`src/rtl/pc_seq_pkg.sv`:
```
// Shared types for the PC sequencer: op-code encoding and its width.
package pc_seq_pkg;

  localparam int unsigned OP_W = 3;

  typedef enum logic [OP_W-1:0] {
    OP_NEXT    = 3'd0,
    OP_SKIP    = 3'd1,
    OP_GOTO    = 3'd2,
    OP_CALL    = 3'd3,
    OP_RETURN  = 3'd4,
    OP_RESTART = 3'd5,
    OP_RSVD6   = 3'd6,
    OP_RSVD7   = 3'd7
  } pc_op_e;

endpackage : pc_seq_pkg

```
`src/rtl/pc_sequencer_if.sv`:
```
// Decoder-side bus of the PC sequencer: op request in, pc/stack status out.
interface pc_sequencer_if #(
  parameter int unsigned PC_W        = 13,
  parameter int unsigned STACK_DEPTH = 8
);
  import pc_seq_pkg::*;

  localparam int unsigned DEPTH_W = $clog2(STACK_DEPTH + 1);

  logic               en;
  pc_op_e             op;
  logic [PC_W-1:0]    target;
  logic               clr_err;
  logic [PC_W-1:0]    pc;
  logic [PC_W-1:0]    tos;
  logic [DEPTH_W-1:0] depth;
  logic               stack_full;
  logic               stack_empty;
  logic               ovf_err;
  logic               unf_err;

  modport master (
    output en, op, target, clr_err,
    input  pc, tos, depth, stack_full, stack_empty, ovf_err, unf_err
  );

  modport slave (
    input  en, op, target, clr_err,
    output pc, tos, depth, stack_full, stack_empty, ovf_err, unf_err
  );

endinterface : pc_sequencer_if

```
`src/rtl/pc_stack_lifo.sv`:
```
// Return-address LIFO for the PC sequencer.
// PC_SEQUENCER_STACK_WRAP_EN: push while full overwrites the oldest entry instead of being dropped.
module pc_stack_lifo #(
  parameter int unsigned PC_W        = 13,
  parameter int unsigned STACK_DEPTH = 8,
  localparam int unsigned DEPTH_W    = $clog2(STACK_DEPTH + 1),
  localparam int unsigned PTR_W      = $clog2(STACK_DEPTH)
) (
  input  logic               clk,
  input  logic               reset_n,
  input  logic               push_i,
  input  logic               pop_i,
  input  logic               clear_i,
  input  logic [PC_W-1:0]    wdata_i,
  output logic [PC_W-1:0]    tos_o,
  output logic [DEPTH_W-1:0] depth_o,
  output logic               full_o,
  output logic               empty_o
);

  logic [PC_W-1:0]    mem_q [STACK_DEPTH];
  logic [PTR_W-1:0]   wptr_q, wptr_d;
  logic [DEPTH_W-1:0] depth_q, depth_d;
  logic [PTR_W-1:0]   top_idx;
  logic [PTR_W-1:0]   wptr_inc;
  logic               wr_en;

  // wptr is the next slot to write; it wraps modulo STACK_DEPTH so the ring also works for non-power-of-two depths
  assign top_idx  = (wptr_q == '0) ? PTR_W'(STACK_DEPTH - 1) : wptr_q - PTR_W'(1);
  assign wptr_inc = (wptr_q == PTR_W'(STACK_DEPTH - 1)) ? '0 : wptr_q + PTR_W'(1);

  assign full_o  = (depth_q == DEPTH_W'(STACK_DEPTH));
  assign empty_o = (depth_q == '0);
  assign depth_o = depth_q;
  assign tos_o   = empty_o ? '0 : mem_q[top_idx];

  always_comb begin
    wptr_d  = wptr_q;
    depth_d = depth_q;
    wr_en   = 1'b0;
    if (clear_i) begin
      wptr_d  = '0;
      depth_d = '0;
    end else if (push_i) begin
`ifdef PC_SEQUENCER_STACK_WRAP_EN
      wr_en  = 1'b1;
      wptr_d = wptr_inc;
      if (!full_o) depth_d = depth_q + DEPTH_W'(1);
`else
      if (!full_o) begin
        wr_en   = 1'b1;
        wptr_d  = wptr_inc;
        depth_d = depth_q + DEPTH_W'(1);
      end
`endif
    end else if (pop_i && !empty_o) begin
      wptr_d  = top_idx;
      depth_d = depth_q - DEPTH_W'(1);
    end
  end

  always_ff @(posedge clk or negedge reset_n) begin
    if (!reset_n) begin
      wptr_q  <= '0;
      depth_q <= '0;
    end else begin
      wptr_q  <= wptr_d;
      depth_q <= depth_d;
    end
  end

  // Storage is deliberately not reset; only the pointer and depth are
  always_ff @(posedge clk) begin
    if (wr_en) mem_q[wptr_q] <= wdata_i;
  end

endmodule : pc_stack_lifo

```
`src/rtl/pc_sequencer.sv`:
```
// Program-counter sequencer with call/return stack, skip, jump and soft restart.
// PC_SEQUENCER_STACK_WRAP_EN selects a circular (overwrite-oldest) return stack.
module pc_sequencer
  import pc_seq_pkg::*;
#(
  parameter int unsigned     PC_W         = 13,
  parameter int unsigned     STACK_DEPTH  = 8,
  parameter logic [PC_W-1:0] RESET_VECTOR = '0
) (
  input logic            clk,
  input logic            reset_n,
  pc_sequencer_if.slave  bus
);

  localparam int unsigned DEPTH_W = $clog2(STACK_DEPTH + 1);

  logic [PC_W-1:0]    pc_q, pc_d;
  logic               ovf_q, ovf_d;
  logic               unf_q, unf_d;
  logic               push, pop, clear;
  logic               ovf_set, unf_set;
  logic [PC_W-1:0]    pc_inc;
  logic [PC_W-1:0]    stk_tos;
  logic [DEPTH_W-1:0] stk_depth;
  logic               stk_full, stk_empty;

  pc_stack_lifo #(
    .PC_W        (PC_W),
    .STACK_DEPTH (STACK_DEPTH)
  ) u_stack (
    .clk     (clk),
    .reset_n (reset_n),
    .push_i  (push),
    .pop_i   (pop),
    .clear_i (clear),
    .wdata_i (pc_inc),
    .tos_o   (stk_tos),
    .depth_o (stk_depth),
    .full_o  (stk_full),
    .empty_o (stk_empty)
  );

  assign pc_inc = pc_q + PC_W'(1);

  // Next-pc mux and stack control
  always_comb begin
    pc_d    = pc_q;
    push    = 1'b0;
    pop     = 1'b0;
    clear   = 1'b0;
    ovf_set = 1'b0;
    unf_set = 1'b0;
    if (bus.en) begin
      case (bus.op)
        OP_SKIP: pc_d = pc_q + PC_W'(2);
        OP_GOTO: pc_d = bus.target;
        OP_CALL: begin
          push    = 1'b1;
          ovf_set = stk_full;
          pc_d    = bus.target;
        end
        OP_RETURN: begin
          if (stk_empty) begin
            unf_set = 1'b1;
            pc_d    = pc_inc;
          end else begin
            pop  = 1'b1;
            pc_d = stk_tos;
          end
        end
        OP_RESTART: begin
          clear = 1'b1;
          pc_d  = RESET_VECTOR;
        end
        default: pc_d = pc_inc;
      endcase
    end
  end

  // A new error event outranks a simultaneous clear
  assign ovf_d = (ovf_q & ~bus.clr_err) | ovf_set;
  assign unf_d = (unf_q & ~bus.clr_err) | unf_set;

  always_ff @(posedge clk or negedge reset_n) begin
    if (!reset_n) begin
      pc_q  <= RESET_VECTOR;
      ovf_q <= 1'b0;
      unf_q <= 1'b0;
    end else begin
      pc_q  <= pc_d;
      ovf_q <= ovf_d;
      unf_q <= unf_d;
    end
  end

  assign bus.pc          = pc_q;
  assign bus.tos         = stk_tos;
  assign bus.depth       = stk_depth;
  assign bus.stack_full  = stk_full;
  assign bus.stack_empty = stk_empty;
  assign bus.ovf_err     = ovf_q;
  assign bus.unf_err     = unf_q;

endmodule : pc_sequencer

```
`src/flat_wrapper.sv`:
```
// flat-port wrapper written by rule: the top's interface ports become plain ports
module pc_sequencer_flat import pc_seq_pkg::*;
#(
  parameter int unsigned     PC_W         = 13,
  parameter int unsigned     STACK_DEPTH  = 8,
  parameter logic [PC_W-1:0] RESET_VECTOR = '0
)
  (clk, reset_n, bus_en, bus_op, bus_target, bus_clr_err, bus_pc, bus_tos, bus_depth, bus_stack_full, bus_stack_empty, bus_ovf_err, bus_unf_err);
  pc_sequencer_if #(.PC_W(PC_W), .STACK_DEPTH(STACK_DEPTH)) bus_i ();
  input logic clk;
  input logic reset_n;
  input wire logic [$bits(bus_i.en)-1:0] bus_en;
  input wire logic [$bits(bus_i.op)-1:0] bus_op;
  input wire logic [$bits(bus_i.target)-1:0] bus_target;
  input wire logic [$bits(bus_i.clr_err)-1:0] bus_clr_err;
  output wire logic [$bits(bus_i.pc)-1:0] bus_pc;
  output wire logic [$bits(bus_i.tos)-1:0] bus_tos;
  output wire logic [$bits(bus_i.depth)-1:0] bus_depth;
  output wire logic [$bits(bus_i.stack_full)-1:0] bus_stack_full;
  output wire logic [$bits(bus_i.stack_empty)-1:0] bus_stack_empty;
  output wire logic [$bits(bus_i.ovf_err)-1:0] bus_ovf_err;
  output wire logic [$bits(bus_i.unf_err)-1:0] bus_unf_err;
  assign bus_i.en = bus_en;
  assign bus_i.op = bus_op;
  assign bus_i.target = bus_target;
  assign bus_i.clr_err = bus_clr_err;
  assign bus_pc = bus_i.pc;
  assign bus_tos = bus_i.tos;
  assign bus_depth = bus_i.depth;
  assign bus_stack_full = bus_i.stack_full;
  assign bus_stack_empty = bus_i.stack_empty;
  assign bus_ovf_err = bus_i.ovf_err;
  assign bus_unf_err = bus_i.unf_err;
  pc_sequencer #(.PC_W(PC_W), .STACK_DEPTH(STACK_DEPTH), .RESET_VECTOR(RESET_VECTOR)) u_core (.clk(clk), .reset_n(reset_n), .bus(bus_i));
endmodule
```
`config.mk`:
```
export PLATFORM = sky130hd
export DESIGN_NAME = pc_sequencer_flat
export DESIGN_NICKNAME = d
export VERILOG_FILES = /design/src/rtl/pc_seq_pkg.sv /design/src/rtl/pc_sequencer_if.sv /design/src/rtl/pc_stack_lifo.sv /design/src/rtl/pc_sequencer.sv /design/src/flat_wrapper.sv
export SDC_FILE = /design/constraint.sdc
export NUM_CORES = 1
export LEC_CHECK = 0
export CORE_UTILIZATION = 52
export DETAILED_ROUTE_END_ITERATION = 10
export GPL_TIMING_DRIVEN = 0
export PLACE_DENSITY_LB_ADDON = 0.2
export SLEW_MARGIN = 15
export SYNTH_ARGS = -nofsm -noshare
export SYNTH_HDL_FRONTEND = slang
export SYNTH_SLANG_ARGS = --single-unit
```
`constraint.sdc`:
```
create_clock -name clk -period 2.6 [get_ports clk]
set_input_delay 0.52 -clock clk [delete_from_list [all_inputs] [get_ports clk]]
set_output_delay 0.52 -clock clk [all_outputs]
set_load 0.1 [all_outputs]
```
# Word-level counts from Yosys, hierarchy flattened
# Memories as Yosys holds them, arrays and structs flattened.
# Cells that the tools add are included.
[totals]
reg_bits = 22
mem_bits_rw = 104
in_bits = 20
wordCells = 62
mem_count = 1
[memory_table]
columns = ["memory", "depth", "word_bits", "rd", "rd_clocked_by_memory_dff", "wr", "line_no", "rtl"]
rows = [
  ["u_core.u_stack.mem_q", 8, 13, 1, 0, 1, "pc_stack_lifo.sv:21", "logic [PC_W-1:0] mem_q [STACK_DEPTH];"],
]
[op_classes]
n_addsub = 6
n_eq_ne = 8
n_mux = 30
bitwise_logic = 5
reduce_logical = 7
[ops]
columns = ["cell", "n"]
rows = [
  ["13-bit one-hot mux with 4 select lines", 1],
  ["13-bit 2-to-1 mux", 2],
  ["3-bit 2-to-1 mux", 6],
  ["1-bit 2-to-1 mux", 17],
  ["4-bit 2-to-1 mux", 4],
  ["13-bit by 1-bit adder with 13-bit output (second input constant)", 1],
  ["13-bit by 2-bit adder with 13-bit output (second input constant)", 1],
  ["3-bit == test (second input constant)", 3],
  ["3-bit by 2-bit == test with 1-bit output (second input constant)", 2],
  ["4-bit by 1-bit adder with 4-bit output (second input constant)", 1],
  ["4-bit == test (second input constant)", 1],
  ["4-bit logical NOT", 1],
  ["4-bit by 1-bit subtractor with 4-bit output (second input constant)", 1],
  ["3-bit by 1-bit adder with 3-bit output (second input constant)", 1],
  ["3-bit by 1-bit == test with 1-bit output (second input constant)", 1],
  ["3-bit logical NOT", 1],
  ["3-bit inequality test (second input constant)", 1],
  ["3-bit nonzero test", 1],
  ["3-bit by 1-bit subtractor with 3-bit output (second input constant)", 1],
  ["1-bit bitwise AND", 2],
  ["1-bit bitwise OR", 2],
  ["2-bit AND reduction", 1],
  ["2-bit OR reduction", 1],
  ["1-bit logical AND", 1],
  ["other kinds (2)", 2],
]

# Depth between registers and ports, before layout
[depth]
word_depth = 8
ltp_mapped = 11

# Hierarchy
# A second synthesis with hierarchy kept.
[unflattened]
hier_cells = 383
hier_area_um2 = 5890.6
[by_module_without_submodules]
columns = ["module", "instances", "cells_per_inst", "area_each_um2", "seq_area_each_um2"]
rows = [
  ["pc_stack_lifo", 1, 227, 4551.9, 3298.2],
  ["pc_sequencer", 1, 156, 1338.8, 375.4],
]

# Worst setup path after synthesis
# No wires, ideal clock.
[synth_timing]
path_kind = "register to output"
start = "register u_core.u_stack.depth_q[1], in the netlist u_core.u_stack.depth_o[1]"
end = "output bus_tos[11]"
arrival_ps = 3725
slack_ps = -1645
path_stages_with_launch = 5
n_path_buf = 1
path_cell_list = "dfrtp_1 > or4_1 > clkbuf_1 > clkinv_1 > nor2_1"
[synth_between]
elab_chain_len = 2
[synth_rtl]
columns = ["element", "line_no", "rtl"]
rows = [
  ["start, declared", "pc_stack_lifo.sv:23", "logic [DEPTH_W-1:0] depth_q, depth_d;"],
  ["start signal, assigned", "pc_stack_lifo.sv:68", "depth_q <= depth_d;"],
  ["4-bit logical NOT", "pc_stack_lifo.sv:33", "assign empty_o = (depth_q == '0);"],
  ["net bus_stack_empty", "flat_wrapper.sv:20", "output wire logic [$bits(bus_i.stack_empty)-1:0] bus_stack_empty;"],
  ["13-bit 2-to-1 mux", "pc_stack_lifo.sv:35", "assign tos_o = empty_o ? '0 : mem_q[top_idx];"],
  ["end, declared", "flat_wrapper.sv:17", "output wire logic [$bits(bus_i.tos)-1:0] bus_tos;"],
]
# The timed path passes the listed nets, and every way through them passes these cells.

# Final worst setup path
[layout_timing]
start = "register u_core.u_stack.wptr_q[0]"
end = "output bus_tos[5]"
[layout_between]
elab_chain_len = 4
elab_cells_between_ends = 5
[layout_rtl]
columns = ["element", "line_no", "rtl"]
rows = [
  ["start, declared", "pc_stack_lifo.sv:22", "logic [PTR_W-1:0] wptr_q, wptr_d;"],
  ["start signal, assigned", "pc_stack_lifo.sv:67", "wptr_q <= wptr_d;"],
  ["3-bit by 1-bit subtractor with 3-bit output / 3-bit logical NOT (equally long branches)", "pc_stack_lifo.sv:29", "assign top_idx = (wptr_q == '0) ? PTR_W'(STACK_DEPTH - 1) : wptr_q - PTR_W'(1);"],
  ["3-bit 2-to-1 mux (*)", "pc_stack_lifo.sv:29", ""],
  ["memory read 8 x 13 bit (*)", "-", ""],
  ["13-bit 2-to-1 mux (*)", "pc_stack_lifo.sv:35", ""],
]
# Every way passes the cells marked *; elsewhere a longest branch is shown, timed or not.

==> results.py <==
metrics = {
    "routing": {
        "wl_met2_mm": 8.06,
        "dr.pass1.iters": 5,
        "drt.antenna.violating_nets": 0,
        "wl_met1_mm": 6.66,
        "routed_wl_mm": 16.6,
        "routed-via-count": 4313,
        "highest_layer": "met4",
        "vias_per_cell": 6.35,
        "met3_length_mm": 1.42,
        "drc": 0,
        "drt_iter0_drc": 454,
        "wl_per_cell_um": 24.4,
    },
    "floorplan": {
        "start_util_pct": 53.8,
        "coreArea_um2": 10900,
        "ios": 54,
        "num_rows": 38,
        "floorplan.die_area_um2": 11700,
        "dieHeight_um": 108,
        "fp.dieW_um": 108,
    },
    "timing": {
        "fin_ws_ns": -0.452,
        "hold_viol_final": 0,
        "totalNegativeSetupSlack_ns": -5.18,
        "fin_crit_ns": 3.05,
        "fmax_mhz": 328,
        "tightest_slew_ns": 0.981,
        "drv_slew": 0,
        "rsz0062_at_grt": "true",
        "finalSetupViolations": 13,
        "slew_headroom_pct": 34.4,
        "fin_crit_sh_pct": 117,
        "skew_ns": 0.0101,
    },
    "flow_run": {
        "cap_violations": 0,
    },
    "worst_setup_path": {
        "crit_path_end_kind": "output pin",
        "arrival_ns": 2.53,
        "critPathMaxFanout": 6,
        "slowest_delay_ns": 0.54,
        "worst_ep_required_time_ns": 2.08,
        "crit_chain": "inv_4, ha_4, nand2b_4, and2_4, buf_12, buf_12, mux4_2, a22o_4, buf_12",
        "crit_slowest_cell": "mux4_2",
        "reg2regPathDepth": 11,
        "crit_type": "reg -> out",
        "crit_top_cell": "buf_12",
        "r2r-end": "u_core.bus.pc[11]",
        "rrSetupSlack_ns": 0.09,
        "startpoint_type": "flip-flop",
        "r2r_start": "u_core.u_stack.wptr_q[0]",
    },
    "global_routing": {
        "grt_pass1_vias": 4330,
        "grt_max_degree": 23,
        "grt_pass1_wl_mm": 25.0,
        "antenna_found_initial": 0,
        "grt_overflow": 0,
        "grt_usage_pct": 30.4,
    },
    "outcome": {
        "outcome": "finished with violations",
        "violations": "setup timing",
    },
    "synth": {
        "synth_cells": 417,
        "synth_edf_count": 104,
        "yosysSeqAreaShare_pct": 62.4,
        "syn_nets": 445,
        "ys_ff_latch": 126,
        "synth_flop_cell": "edfxtp_1",
        "ys_warn_count": 0,
        "syn_area_um2": 5880,
        "async_reset_ff_share_pct": 17.5,
        "syn_area_per_cell_um2": 14.1,
        "ys_types": 51,
    },
    "place": {
        "gp_congestion": 0.898,
        "hpwl_mm": 10.1,
        "place_area_um2": 6880,
        "portBuffers": 51,
        "placedCellCount": 614,
    },
    "final_layout": {
        "area_growth_pct": 37.6,
        "diodes": 0,
        "layoutNonFillerInstCount": 679,
        "design_area_um2": 8100,
        "nets": 554,
        "drive_above_1_share_pct": 32.7,
    },
    "clocking": {
        "clk_latency_ns": 0.42,
        "cts_buffer_depth": 2,
        "cts_hold_buf": 0,
        "cts-root-buf": "clkbuf_16",
        "cts_tree": "yes",
        "cts_buffers": 17,
        "cts_max_level": 4,
        "clkSinkCount": 126,
        "clk_pin_slew_ns": 0.06,
    },
    "worst_hold_path": {
        "hp-class": "in -> async",
    },
}
-- repair_timing --
action,in CTS,in global routing
resized for setup,167,15
setup buffers,31,1
pin swaps,22,8
gates cloned,5,0
setup endpoints to repair,137,126
-- through the flow --
stage               hold slack [ns]  util (%)  setup slack [ns]
floorplan                     0.224         -            -0.128
global placement              0.493      61.9             -1.12
detailed placement            0.498      62.9             -1.19
CTS                           0.504      74.3            -0.468
global route                  0.133      74.1            -0.491
finish                        0.105      74.1            -0.452
-- critical path: cells and delay by family, from the launching register on --
| kind | cells | cell delay [ns] |
|---|---|---|
| AOI/OAI and AO/OA | 1 | 0.28 |
| adders and majority gates | 1 | 0.16 |
| buffers and inverters | 4 | 0.50 |
| DFF | 1 | 0.40 |
| muxes | 1 | 0.54 |
| and+or+nand+nor | 2 | 0.23 |
-- layout by cell type (no fill, tap or decap), types with 7 or more instances in the layout --
cell type        count
xnor2_1              8
o21ai_0             13
nand3_1             10
ha_1                 7
clkbuf_1            12
clkbuf_16           18
a21oi_1             15
mux4_2              25
dlygate4sd2_1        8
nor2_1              22
clkdlybuf4s50_1     25
edfxtp_1           104
dfrtp_1             15
nand2_1             26
buf_12              20
inv_1                7
nor2_4               9
a22o_4              11
xor2_1               9
nor3_1               8
buf_4               28
-- synth_stat cells (all sizes together) (8+ instances only) --
master	instances	area share (%)
a22o	12	1.8
ha	8	1.7
xor2	10	1.5
nand2	26	1.7
o21ai	15	1.3
nor2	31	2.0
nand3	11	0.94
a21oi	15	1.3
mux4	25	9.6
nor3	10	0.85
inv	9	0.57
edfxtp	104	53
xnor2	8	1.2
clkbuf	19	1.2
dfrtp	22	9.4
-- registers in the layout (all words and copies together) (netlist names) --
signal / count
u_core.bus.ovf_err: 1
u_core.bus.pc: 13
u_core.bus.unf_err: 1
u_core.u_stack.depth_o: 4
u_core.u_stack.mem_q: 104
u_core.u_stack.wptr_q: 3
-- kinds of logic after synthesis --
family / count (synthesis) / share of synthesized area (%)
flip-flops: 126 / 62.4
AND/OR/NAND/NOR: 113 / 9.44
AO/OA/AOI/OAI: 87 / 10.6
buffers and inverters: 36 / 2.89
multiplexers: 29 / 10.2
XOR/XNOR: 18 / 2.68
adder cells (fa/ha/maj): 8 / 1.70
-- worst max-delay path by stage --
stage,start,end,slack [ns],cells past startpoint
floorplan,bus_op[1],u_core.u_stack.mem_q[5][0],-0.13,8
global placement,u_core.u_stack.wptr_q[1],bus_tos[2],-1.12,7
detailed placement,u_core.u_stack.wptr_q[1],bus_tos[2],-1.19,7
CTS,u_core.u_stack.wptr_q[0],bus_tos[1],-0.47,10
global route,u_core.u_stack.wptr_q[0],bus_tos[5],-0.49,9
finish,u_core.u_stack.wptr_q[0],bus_tos[5],-0.45,9
-- layer usage --
metal	vias up	track usage [%]
met1	2175	40.7
met5	-	0
met3	51	7.53
li1	1854	-
met4	0	12.5
met2	233	48.0
-- layout make-up --
cell class | instances | area (um2)
Clock buffer | 18 | 429
Tap cell | 140 | 175
Timing Repair Buffer | 91 | 1030
Multi-Input combinational cell | 255 | 2300
Buffer | 25 | 218
Inverter | 10 | 68.8
Sequential cell | 126 | 3690
Clock inverter | 14 | 193
Fill cell | 633 | 2840
Power is left out: the tool's default activity adds up to more than one toggle a clock period on the data nets, which glitch-free logic cannot reach.
